===== config.mk =====
export PLATFORM = sky130hd
export DESIGN_NAME = decode_ibuf_flat
export DESIGN_NICKNAME = d
export VERILOG_FILES = /design/src/rtl/decode_ibuf_if.sv /design/src/rtl/decode_ibuf.sv /design/src/flat_wrapper.sv
export SDC_FILE = /design/constraint.sdc
export NUM_CORES = 1
export LEC_CHECK = 0
export CORE_MARGIN = 10
export CORE_UTILIZATION = 53
export DETAILED_ROUTE_END_ITERATION = 16
export GPL_TIMING_DRIVEN = 0
export PLACE_DENSITY = 0.76
export SYNTH_ARGS = -nofsm -noshare
export SYNTH_HDL_FRONTEND = slang
export SYNTH_SLANG_ARGS = --single-unit

===== constraint.sdc =====
create_clock -name clk -period 7 [get_ports clk]
set_input_delay 1.75 -clock clk [delete_from_list [all_inputs] [get_ports clk]]
set_output_delay 1.75 -clock clk [all_outputs]
set_load 0.01 [all_outputs]

===== src/rtl/decode_ibuf_if.sv =====
// Fetch-to-decode bundle for decode_ibuf: push lanes from fetch, issue handshake to decode.
interface decode_ibuf_if #(
    parameter int DEPTH   = 8,
    parameter int FETCH_W = 2
);
    localparam int NUM_W = $clog2(FETCH_W + 1);
    localparam int CNT_W = $clog2(DEPTH + 1);

    logic                  flush;
    logic [NUM_W-1:0]      in_num;
    logic [32*FETCH_W-1:0] in_instr;
    logic [32*FETCH_W-1:0] in_pc;
    logic                  in_ready;
    logic                  out_valid;
    logic                  out_ready;
    logic [31:0]           out_instr;
    logic [31:0]           out_pc;
    logic                  out_is_branch;
    logic                  out_in_delay_slot;
    logic [CNT_W-1:0]      count;

    modport master (
        output flush, in_num, in_instr, in_pc, out_ready,
        input  in_ready, out_valid, out_instr, out_pc, out_is_branch,
               out_in_delay_slot, count
    );

    modport slave (
        input  flush, in_num, in_instr, in_pc, out_ready,
        output in_ready, out_valid, out_instr, out_pc, out_is_branch,
               out_in_delay_slot, count
    );
endinterface


===== src/rtl/decode_ibuf.sv =====
// Instruction queue + pre-decode in front of the decoder; holds a branch until its delay slot is buffered.
// Optional same-cycle bypass into an empty queue: define DECODE_IBUF_BYPASS_EN.
module decode_ibuf #(
    parameter int DEPTH   = 8,
    parameter int FETCH_W = 2
) (
    input  logic         clk,
    input  logic         reset,
    decode_ibuf_if.slave bus
);
    localparam int PTR_W = $clog2(DEPTH);
    localparam int CNT_W = $clog2(DEPTH + 1);
    localparam int NUM_W = $clog2(FETCH_W + 1);
    localparam logic [CNT_W-1:0] READY_MAX = CNT_W'(DEPTH - FETCH_W);

    function automatic logic is_branch(input logic [5:0] opcode, input logic [5:0] funct);
        logic hit;
        hit = 1'b0;
        case (opcode)
            6'b000001, 6'b000010, 6'b000011,
            6'b000100, 6'b000101, 6'b000110, 6'b000111: hit = 1'b1;
            6'b000000: hit = (funct == 6'b001000) || (funct == 6'b001001);
            default:   hit = 1'b0;
        endcase
        return hit;
    endfunction

    logic [31:0]        instr_mem [DEPTH];
    logic [31:0]        pc_mem    [DEPTH];
    logic               br_mem    [DEPTH];

    logic [PTR_W-1:0]   rptr_reg;
    logic [PTR_W-1:0]   wptr_reg;
    logic [CNT_W-1:0]   count_reg;
    logic [CNT_W-1:0]   count_next;
    logic               ds_pending_reg;

    logic [31:0]        lane_instr [FETCH_W];
    logic [31:0]        lane_pc    [FETCH_W];
    logic [PTR_W-1:0]   lane_addr  [FETCH_W];
    logic [FETCH_W-1:0] lane_br;
    logic [FETCH_W-1:0] lane_we;

    logic               in_ready_c;
    logic               head_br;
    logic               mem_valid;
    logic               push_ok;
    logic               bypass;
    logic               bypass_pop;
    logic               mem_pop;
    logic               issue_br;
    logic [NUM_W-1:0]   stored_num;

    assign head_br    = br_mem[rptr_reg];
    assign in_ready_c = count_reg <= READY_MAX;
    // A branch at the head needs its delay slot already queued behind it.
    assign mem_valid  = (count_reg != '0) && !(head_br && (count_reg < CNT_W'(2)));
    assign push_ok    = in_ready_c && (bus.in_num != '0) && !bus.flush;

`ifdef DECODE_IBUF_BYPASS_EN
    assign bypass = (count_reg == '0) && !bus.flush && (bus.in_num != '0)
                  && (!lane_br[0] || (bus.in_num > NUM_W'(1)));
`else
    assign bypass = 1'b0;
`endif

    // A consumed bypass lane never touches storage; the remaining lanes slide down one slot.
    assign bypass_pop = bypass && bus.out_ready;
    assign mem_pop    = mem_valid && bus.out_ready && !bus.flush;
    assign stored_num = push_ok ? (bus.in_num - NUM_W'(bypass_pop)) : '0;
    assign count_next = count_reg + CNT_W'(stored_num) - CNT_W'(mem_pop);
    assign issue_br   = bypass ? lane_br[0] : head_br;

    generate
        for (genvar gi = 0; gi < FETCH_W; gi++) begin : g_lane
            assign lane_instr[gi] = bus.in_instr[32*gi +: 32];
            assign lane_pc[gi]    = bus.in_pc[32*gi +: 32];
            assign lane_br[gi]    = is_branch(lane_instr[gi][31:26], lane_instr[gi][5:0]);
            assign lane_we[gi]    = push_ok && (NUM_W'(gi) < bus.in_num)
                                  && !((gi == 0) && bypass_pop);
            assign lane_addr[gi]  = wptr_reg + PTR_W'(gi) - PTR_W'(bypass_pop);
        end
    endgenerate

    always_ff @(posedge clk) begin
        for (int i = 0; i < FETCH_W; i++) begin
            if (lane_we[i]) begin
                instr_mem[lane_addr[i]] <= lane_instr[i];
                pc_mem[lane_addr[i]]    <= lane_pc[i];
                br_mem[lane_addr[i]]    <= lane_br[i];
            end
        end
    end

    always_ff @(posedge clk or posedge reset) begin
        if (reset) begin
            rptr_reg       <= '0;
            wptr_reg       <= '0;
            count_reg      <= '0;
            ds_pending_reg <= 1'b0;
        end else if (bus.flush) begin
            rptr_reg       <= '0;
            wptr_reg       <= '0;
            count_reg      <= '0;
            ds_pending_reg <= 1'b0;
        end else begin
            wptr_reg  <= wptr_reg + PTR_W'(stored_num);
            rptr_reg  <= rptr_reg + PTR_W'(mem_pop);
            count_reg <= count_next;
            if (mem_pop || bypass_pop) begin
                ds_pending_reg <= issue_br;
            end
        end
    end

    assign bus.in_ready          = in_ready_c;
    assign bus.out_valid         = mem_valid || bypass;
    assign bus.out_instr         = bypass ? lane_instr[0] : instr_mem[rptr_reg];
    assign bus.out_pc            = bypass ? lane_pc[0]    : pc_mem[rptr_reg];
    assign bus.out_is_branch     = issue_br;
    assign bus.out_in_delay_slot = ds_pending_reg;
    assign bus.count             = count_reg;
endmodule


===== src/flat_wrapper.sv =====
// flat-port wrapper written by rule: the top's interface ports become plain ports
module decode_ibuf_flat 
#(
    parameter int DEPTH   = 8,
    parameter int FETCH_W = 2
)
  (clk, reset, bus_flush, bus_in_num, bus_in_instr, bus_in_pc, bus_out_ready, bus_in_ready, bus_out_valid, bus_out_instr, bus_out_pc, bus_out_is_branch, bus_out_in_delay_slot, bus_count);
  decode_ibuf_if #(.DEPTH(DEPTH), .FETCH_W(FETCH_W)) bus_i ();
  input  logic clk;
  input  logic reset;
  input wire logic [$bits(bus_i.flush)-1:0] bus_flush;
  input wire logic [$bits(bus_i.in_num)-1:0] bus_in_num;
  input wire logic [$bits(bus_i.in_instr)-1:0] bus_in_instr;
  input wire logic [$bits(bus_i.in_pc)-1:0] bus_in_pc;
  input wire logic [$bits(bus_i.out_ready)-1:0] bus_out_ready;
  output wire logic [$bits(bus_i.in_ready)-1:0] bus_in_ready;
  output wire logic [$bits(bus_i.out_valid)-1:0] bus_out_valid;
  output wire logic [$bits(bus_i.out_instr)-1:0] bus_out_instr;
  output wire logic [$bits(bus_i.out_pc)-1:0] bus_out_pc;
  output wire logic [$bits(bus_i.out_is_branch)-1:0] bus_out_is_branch;
  output wire logic [$bits(bus_i.out_in_delay_slot)-1:0] bus_out_in_delay_slot;
  output wire logic [$bits(bus_i.count)-1:0] bus_count;
  assign bus_i.flush = bus_flush;
  assign bus_i.in_num = bus_in_num;
  assign bus_i.in_instr = bus_in_instr;
  assign bus_i.in_pc = bus_in_pc;
  assign bus_i.out_ready = bus_out_ready;
  assign bus_in_ready = bus_i.in_ready;
  assign bus_out_valid = bus_i.out_valid;
  assign bus_out_instr = bus_i.out_instr;
  assign bus_out_pc = bus_i.out_pc;
  assign bus_out_is_branch = bus_i.out_is_branch;
  assign bus_out_in_delay_slot = bus_i.out_in_delay_slot;
  assign bus_count = bus_i.count;
  decode_ibuf #(.DEPTH(DEPTH), .FETCH_W(FETCH_W)) u_core (.clk(clk), .reset(reset), .bus(bus_i));
endmodule

==> results of run 1 <==
-- per-stage QoR --
stage,total power [mW],cell area [µm²]
after floorplan,5.524,26520
after global placement,6.578,29390
after detailed placement,6.670,30230
after CTS,9.398,31890
after global routing,9.695,31910
final,9.337,31910
-- cell usage in the layout (no fill, tap or decap), drive strengths merged, types with 2 or more instances in the layout --
master / instances
fa: 2
o211ai: 2
and2: 2
o31ai: 2
o21ai: 7
nor4: 2
edfxtp: 520
mux2: 576
nor2: 10
mux4: 130
clkdlybuf4s50: 204
bufinv: 2
nand4b: 2
clkbuf: 103
mux2i: 9
nand2: 2
inv: 11
nand3: 2
diode: 6
xor2: 2
nand2b: 7
a21oi: 3
nand3b: 3
buf: 91
ha: 9
a21o: 2
clkinv: 31
nor2b: 5
dfrtp: 11
nor3: 2
xnor2: 4
o41ai: 2
-- where the power goes --
part / internal, mW / switching, mW
clock network: 1.54 / 1.21
logic: 1.44 / 1.27
registers: 3.80 / 0.0703
total: 6.79 / 2.55
-- cells by family after synthesis --
family,after synthesis,synth area share [%]
DFF,531,59.94
buffers and inverters,108,1.765
xor gates and xnor gates,6,0.1982
and+or+nand+nor,42,0.9534
adders and majority gates,11,0.5758
AOI/OAI and AO/OA,25,0.7221
muxes,715,35.85
-- critical path, stage by stage, from the launching register on --
cell,delay (ns)
dfrtp_1,0.33
clkbuf_1,0.71
clkbuf_1,0.64
buf_2,0.53
mux4_2,0.58
mux2_2,0.34
clkdlybuf4s50_1,0.50
-- cells in the mapped netlist (9+ instances only) --
library cell	number	area, µm²
ha_1	9	112.6
mux2_2	567	6385
nor2_1	10	37.54
buf_2	38	190.2
edfxtp_1	520	15610
inv_1	11	41.29
dfrtp_1	11	275.3
clkbuf_1	38	142.6
buf_1	17	63.81
mux4_2	130	2928
mux2_1	9	101.4
mux2i_1	9	90.09
-- cell type report --
cell class                      instances  area (µm²)
Tap cell                              664       830.8
Fill cell                            3382       17250
Multi-Input combinational cell        799       10260
Sequential cell                       531       15890
Clock inverter                         33       196.4
Buffer                                 97       426.7
Antenna cell                            6       15.01
Timing Repair Buffer                  236        2788
Clock buffer                           65        1456
Inverter                               11       41.29
-- per-layer routing --
metal | vias to the layer above | track usage, %
met2 | 675 | 38.37
li1 | 6500 | -
met4 | 4 | 7.817
met5 | - | 0
met3 | 104 | 4.070
met1 | 7929 | 32.85
-- final timing paths --
path	endpoint	from	cells past startpoint
max	bus_out_instr[0]	u_core.rptr_reg[0]	6
min	u_core.bus.out_in_delay_slot	u_core.bus.out_in_delay_slot	2
min reg2reg	u_core.bus.out_in_delay_slot	u_core.bus.out_in_delay_slot	2
max in group asynchronous	u_core.wptr_reg[1]	reset	2
min in group asynchronous	u_core.bus.out_in_delay_slot	reset	2
max reg2reg	u_core.instr_mem[1][19]	u_core.bus.count[3]	10
==> results.md, run 1 <==
Outcome:
- The flow ran to the end, and the final reports show no timing, DRC or antenna violations.

Setup path:
- At the worst endpoint, the required time is 5.25 ns.
- The critical path endpoint category is a primary output.
- In this run the worst path has a maximum fanout of 10.
- The startpoint class of the critical path is a register.
- Data on the critical path arrives at its endpoint at 4.25 ns.
- The worst setup path is of the register to primary output kind.
- Across all register-to-register paths, the minimum setup slack is 3.02 ns.

Synthesis:
- The netlist area before placement is about 0.027 mm².
- The count of flip-flops with a built-in enable after synthesis is between 500 and 600.
- The number of warnings reported in the yosys synthesis log is 0.
- The average instance area after synthesis is about 18 µm².
- The number of distinct library cell variants in the gate-level netlist after synthesis is 44.
- Of the synthesized area, sequential elements account for 59.94%.
- Synthesis produced a netlist whose cell count is 1438.
- The net count after synthesis is ~1600.
- The share of synthesized flip-flops with an asynchronous set or reset is under 10%.
- Among all flip-flop cells after synthesis, the most frequent one is edfxtp_1.
- The total of flip-flops plus latches after synthesis is about 530.

Cells and area:
- The share of cells above drive strength 1 is around half.
- Relative to the synthesized area, the layout overhead comes to 20.35%.
- After the last flow step, the layout net total stands at approximately 1900.
- The core utilization of the finished layout is between 60% and 70%.
- The final cell count without fillers is between 2000 and 2500.

Timing:
- The final number of max-transition violations is 0.
- The post-route clock period utilization is between 80% and 90%.
- Adding up every negative setup slack in the final design gives 0 ns.
- The worst-case setup margin in the final layout is about 1 ns.
- The count of endpoints failing hold in the final timing report came to 0.
- The worst clock skew on the final layout is ~0.016 ns.
- In this run the tightest slew margin relative to its limit is around a quarter.
- Setup repair after global routing left no endpoint under its margin.
- The highest attainable clock frequency is 166.8 MHz.
- At the pin with the least slew margin, the transition time is around 1.1 ns.
- Setup violations remaining at the end of the flow were counted as 0.
- Hold timing on the final database bottoms out at a slack of between 0.5 and 0.6 ns.
- The routed design could run at a clock period as short as approximately 6.0 ns.

Detailed routing:
- The wire length on met3 is between 5000 and 6000 µm.
- The total number of vias is between 15000 and 20000.
- In the final routing, the length of wire on met1 measures 29610 µm.
- The highest metal layer carrying signal wires in the routed design is met5.
- The number of detailed-routing iterations run before antenna repair is 5.
- In the detailed route, the total length drawn on met2 is 34820 µm.
- For this block, the routed nets add up to ~70000 µm of wire.
- In this run, the number of DRC markers left after iteration 0 of detailed routing was 1642.
- After detailed routing, the average wire length per cell comes to 29.21 µm.
- In the routed layout, each cell is associated on average with a via count of roughly 6.2.
- The number of design rule violations left after detail routing is 0.
- The number of nets with antenna violations after routing is 0.

Job:
- The max-cap violation count is 0.

Global route:
- The total global routing overflow is 0.
- Across every metal layer, demand over resource in global routing totals 23.95%.
- The initial antenna violation count is 8.
- The first global-routing pass estimated 106300 µm of wire.
- The via count of the first global-routing pass is approximately 16000.
- The maximum number of pins on one net before global-route repair is 22.

Placed design:
- The estimated wirelength of the detail-placed design is between 40000 and 50000 µm.
- OpenSTA, run right after detailed placement, puts the worst setup slack at around 1.6 ns.
- In this run the tool buffered the top-level ports with approximately 200 buffer cells.
- At the end of routability-driven placement, the weighted congestion stood at 0.7671.
- Once placement completed, the tool counted placed cells totaling approximately 2300.

Clock tree:
- No sink is reached through more buffers than the 3 on the longest clock path.
- The clock tree from TritonCTS is done.
- The maximum level of the CTS H-tree is 2.
- The total of cells resized after clock tree synthesis is 0.
- The number of setup buffers added after CTS is 0.
- CTS placed an instance of clkbuf_16 at the clock tree root.
- In this run, CTS created clock tree buffers numbering between 50 and 60.
- The clock slew seen by the registers of the worst setup and hold paths is around 0.060 ns.
- CTS saw ~530 sinks.
- The clock reaches the later pin of the worst-skew pair after ~0.61 ns.
- For this design, the CTS-stage hold fixing added 0 buffers.

Floorplanning:
- The top-level port count is around 210.
- The total area inside the core boundary comes to roughly 0.05 mm².
- Measured along the x axis, the die boundary spans around 240 µm.
- The starting density of the core is roughly 54%.
- The number of rows created at floorplan is 81.
- The die covers 0.05937 mm².
- The height of the chip is about 240 µm.

Hold path:
- In this run the worst hold path is classified as register to register.

Power and ir drop:
- The maximum resistive drop on vdd is just over 200 µV.
- Dividing total power by cell area gives a power density of 292.6 mW/mm².
- The reported leakage power is roughly 10 nW.
Note: power is estimated with default switching activity, not from simulation.
==> run 2: changes to the inputs <==
Settings changed: HOLD_SLACK_MARGIN set to 0.06.
==> results of run 2 <==
Same layout as run 1: the final DEF is identical, and so are final timing and power.
==> run 3: changes to the inputs <==
Settings changed: CELL_PAD_IN_SITES_DETAIL_PLACEMENT set to 1, CELL_PAD_IN_SITES_GLOBAL_PLACEMENT set to 1, CORE_UTILIZATION 53 to 46, PLACE_DENSITY 0.76 to not set, PLACE_DENSITY_LB_ADDON set to 0.1.
==> results.md, run 3 (synthesized netlist as in run 1, its figures left out) <==
Setup path:
- The slowest stage of the critical path is the clkbuf_1 cell.
- The reg-to-reg critical path startpoint is u_core.bus.count[3].
- The number of buffer and inverter instances along the worst setup path is 4.
- The longest individual stage delay on the worst path is 0.79 ns.
- The critical path arrival is about 4.5 ns.
- The worst setup path is launched from a register.
- Broken down by cell family, the worst path's largest delay share belongs to buffers and inverters.
- The worst flop-to-flop path endpoint is u_core.instr_mem[3][3].
- In this design, the critical path's most frequently occurring cell is clkbuf_1.
- The critical-path maximum fanout is 10.
- The total number of cells along the worst setup path is 6.
- The critical path endpoint category is a primary output.
- Walking the worst path, the cells encountered are clkbuf_1, clkbuf_1, buf_2, mux4_2, mux2_2, clkdlybuf4s50_1.
- The depth of the worst register-to-register path is 11.
- The endpoint required time on the critical path is roughly 5.3 ns.
- The critical path class is register to primary output.
- The worst register-to-register path has a setup slack of around 2.9 ns.

Floorplanning:
- The floorplan step set the die height to 260.1 µm.
- The initial utilization of the core area, before any placement, comes to between 40% and 50%.
- The number of rows created at floorplan is 87.
- The core region is 0.05671 mm².
- For this design the top-level I/O count stands at approximately 210.
- In this run the horizontal extent of the chip is between 200 and 300 µm.
- The full die area is around 0.068 mm².

Cells and area:
- The area growth from synthesis to layout is 21.73%.
- The finished cells cover 0.03227 mm².
- At the end of the flow, the number of nets in the layout was about 1900.
- The library cells used most frequently in the layout, excluding fill and tap cells, are mux2_2, edfxtp_1, clkdlybuf4s50_1.
- The share of cells above drive strength 1 is around half.
- The number of antenna diodes in the final layout is 0.
- The leading cell type in the layout, fill and taps excluded is mux2_2.
- The core utilization of the finished layout is 56.90%.

Power and ir drop:
- The internal power of the cells totals about 7 mW.
- Of the total power, the clock network draws 31.7%.
- In this run the power spent charging and discharging nets is 2.683 mW.
- The share of total power dissipated in combinational logic is 28.5%.
- The fraction of power spent switching nets is 27.51%.
- The maximum resistive drop on vdd is 196.4 µV.
- The power density of the placed cells is 302.2 mW/mm².
- Sequential cells account for roughly 40% of the total power.
- Summed over all cells, the static leakage comes to between 10 and 15 nW.

Clock tree:
- The maximum level of the CTS H-tree is 2.
- The insertion delay to the later sink of the worst-skew pair is 0.62 ns.
- The number of buffers inserted by hold repair at cts is 0.
- The clock passes through at most 3 buffers.
- The CTS root buffer is clkbuf_16.
- The clock tree from TritonCTS is done.
- The clock slew seen by the registers of the worst setup and hold paths is about 0.060 ns.
- The number of buffers created by CTS is 58.
- The number of setup buffers added after CTS is 0.
- The total of cells resized after clock tree synthesis is 0.
- The clock net in this run drives a total of 531 sinks.

Timing:
- The worst clock skew on the final layout is about 0.0077 ns.
- Headroom to the max-slew limit came out at roughly 11%.
- In the finished design, the share of the clock period the worst path needs comes to between 80% and 90%.
- The final number of max-transition violations is 0.
- The count of endpoints failing setup in the final report is 0.
- The count of endpoints failing hold in the final timing report was 0.
- Hold timing on the final database bottoms out at a slack of approximately 0.56 ns.
- The transition time at the pin with the least slew margin is about 1.3 ns.
- The highest attainable clock frequency is 160.7 MHz.
- Setup repair after global routing left no endpoint under its margin.
- The time the worst path needs with I/O delays and setup is approximately 6.2 ns.

Global route:
- The maximum number of pins on one net before global-route repair is 20.
- The via count of the first global-routing pass was between 15000 and 20000.
- The total global routing overflow is 0.
- The global-route wire length before repair is 114700 µm.
- The overall fraction of global-route tracks in use is approximately 23%.
- The initial antenna violation count came to 7.

Detailed routing:
- The via density per instance is around 6.0.
- The topmost layer with routed signal wires is met5.
- The number of nets with antenna violations after routing is 0.
- Detailed routing placed a total of between 30000 and 40000 µm of wire on met2.
- The number of detailed-routing iterations run before antenna repair is 5.
- The total number of vias is between 15000 and 20000.
- For this block, the initial DRC count from the detailed router was around 1100.
- Summed over all layers, the routed wires come to slightly below 80000 µm.
- After detailed routing, the number of remaining DRC violations is 0.
- In the final routed layout, each cell accounts on average for slightly above 30 µm.
- Detailed routing placed a total of 4532 µm of wire on met3.
- In the final routing, the length of wire on met1 measures 33820 µm.

Placed design:
- The number of port buffers is ~200.
- Summed over all nets, the half-perimeter wirelength after detailed placement is 53290 µm.
- Routability-driven placement finished with a final weighted congestion of around 0.76.
- The cell area reported after detailed placement is roughly 0.030 mm².

Hold path:
- The worst min-delay path startpoint is u_core.bus.out_in_delay_slot.
- The end point of the most critical hold path is u_core.bus.out_in_delay_slot.
- The path type of the worst min-delay path is register to register.
- Counting instances, the worst hold path has a depth of 2.

Outcome:
- The run finished with clean final reports.

Job:
- The max-cap violation count is 0.
==> run 3: cell types whose count changed in the layout (fill, tap and decap cells not counted), sizes merged <==
cell,before,now
inv,11,13
bufinv,2,8
buf,91,93
diode,6,0
clkbuf,103,110
clkinv,31,25
==> run 3: cell type report <==
cell class              count  area (µm²)
fillers                  5057       24440
flip-flops and latches    531       15890
multi-input cells         799       10260
repair buffers            238        2824
clock buffers              72        1504
well taps                 756       945.9
plain buffers              97       426.7
clock inverters            35       376.6
inverters                  11       41.29
==> run 3: worst register-to-register path, stage by stage, from the launching register on <==
cell and delay, ns:
dfrtp_1 0.45, inv_1 0.10, ha_1 0.18, and2_1 0.20, a2111oi_4 0.75, nand3_1 0.24, clkbuf_1 0.46, buf_2 0.43
o21ai_4 0.34, buf_16 0.26, buf_16 0.18, buf_16 0.17
==> run 3: power groups by stage <==
stage	clock network, mW	logic (mW)	registers [mW]
after floorplan	0	1.57	3.95
after global placement	0	2.63	4.02
after detailed placement	0	2.82	3.94
after CTS	3.15	2.84	3.88
after global routing	3.26	2.98	3.90
final	3.09	2.78	3.88
==> run 3: worst max-delay path by stage <==
stage                             from                      to  slack, ns
global placement             bus_flush  u_core.instr_mem[1][8]      -6.69
CTS                 u_core.rptr_reg[0]        bus_out_instr[0]       0.71
finish              u_core.rptr_reg[0]          bus_out_pc[31]       0.78
global route        u_core.rptr_reg[0]        bus_out_instr[5]       0.63
floorplan                    bus_flush        u_core.br_mem[5]      -0.59
detailed placement  u_core.rptr_reg[0]        bus_out_instr[0]       1.38
==> run 3: through the flow <==
stage	power, mW	cells	TNS [ns]	worst slack [ns]
after floorplan	5.524	1438	-154.37	-0.5939
after global placement	6.656	2398	-2425.49	-6.689
after detailed placement	6.763	2432	0	1.378
after CTS	9.869	2539	0	0.7082
after global routing	10.13	2539	0	0.6316
final	9.752	2539	0	0.7780
==> run 3: per-layer routing <==
| metal | up-vias | GRT usage, % |
|---|---|---|
| met5 | - | 0 |
| met2 | 443 | 37.88 |
| met3 | 136 | 4.474 |
| met4 | 14 | 6.023 |
| li1 | 6507 | - |
| met1 | 8064 | 31.16 |
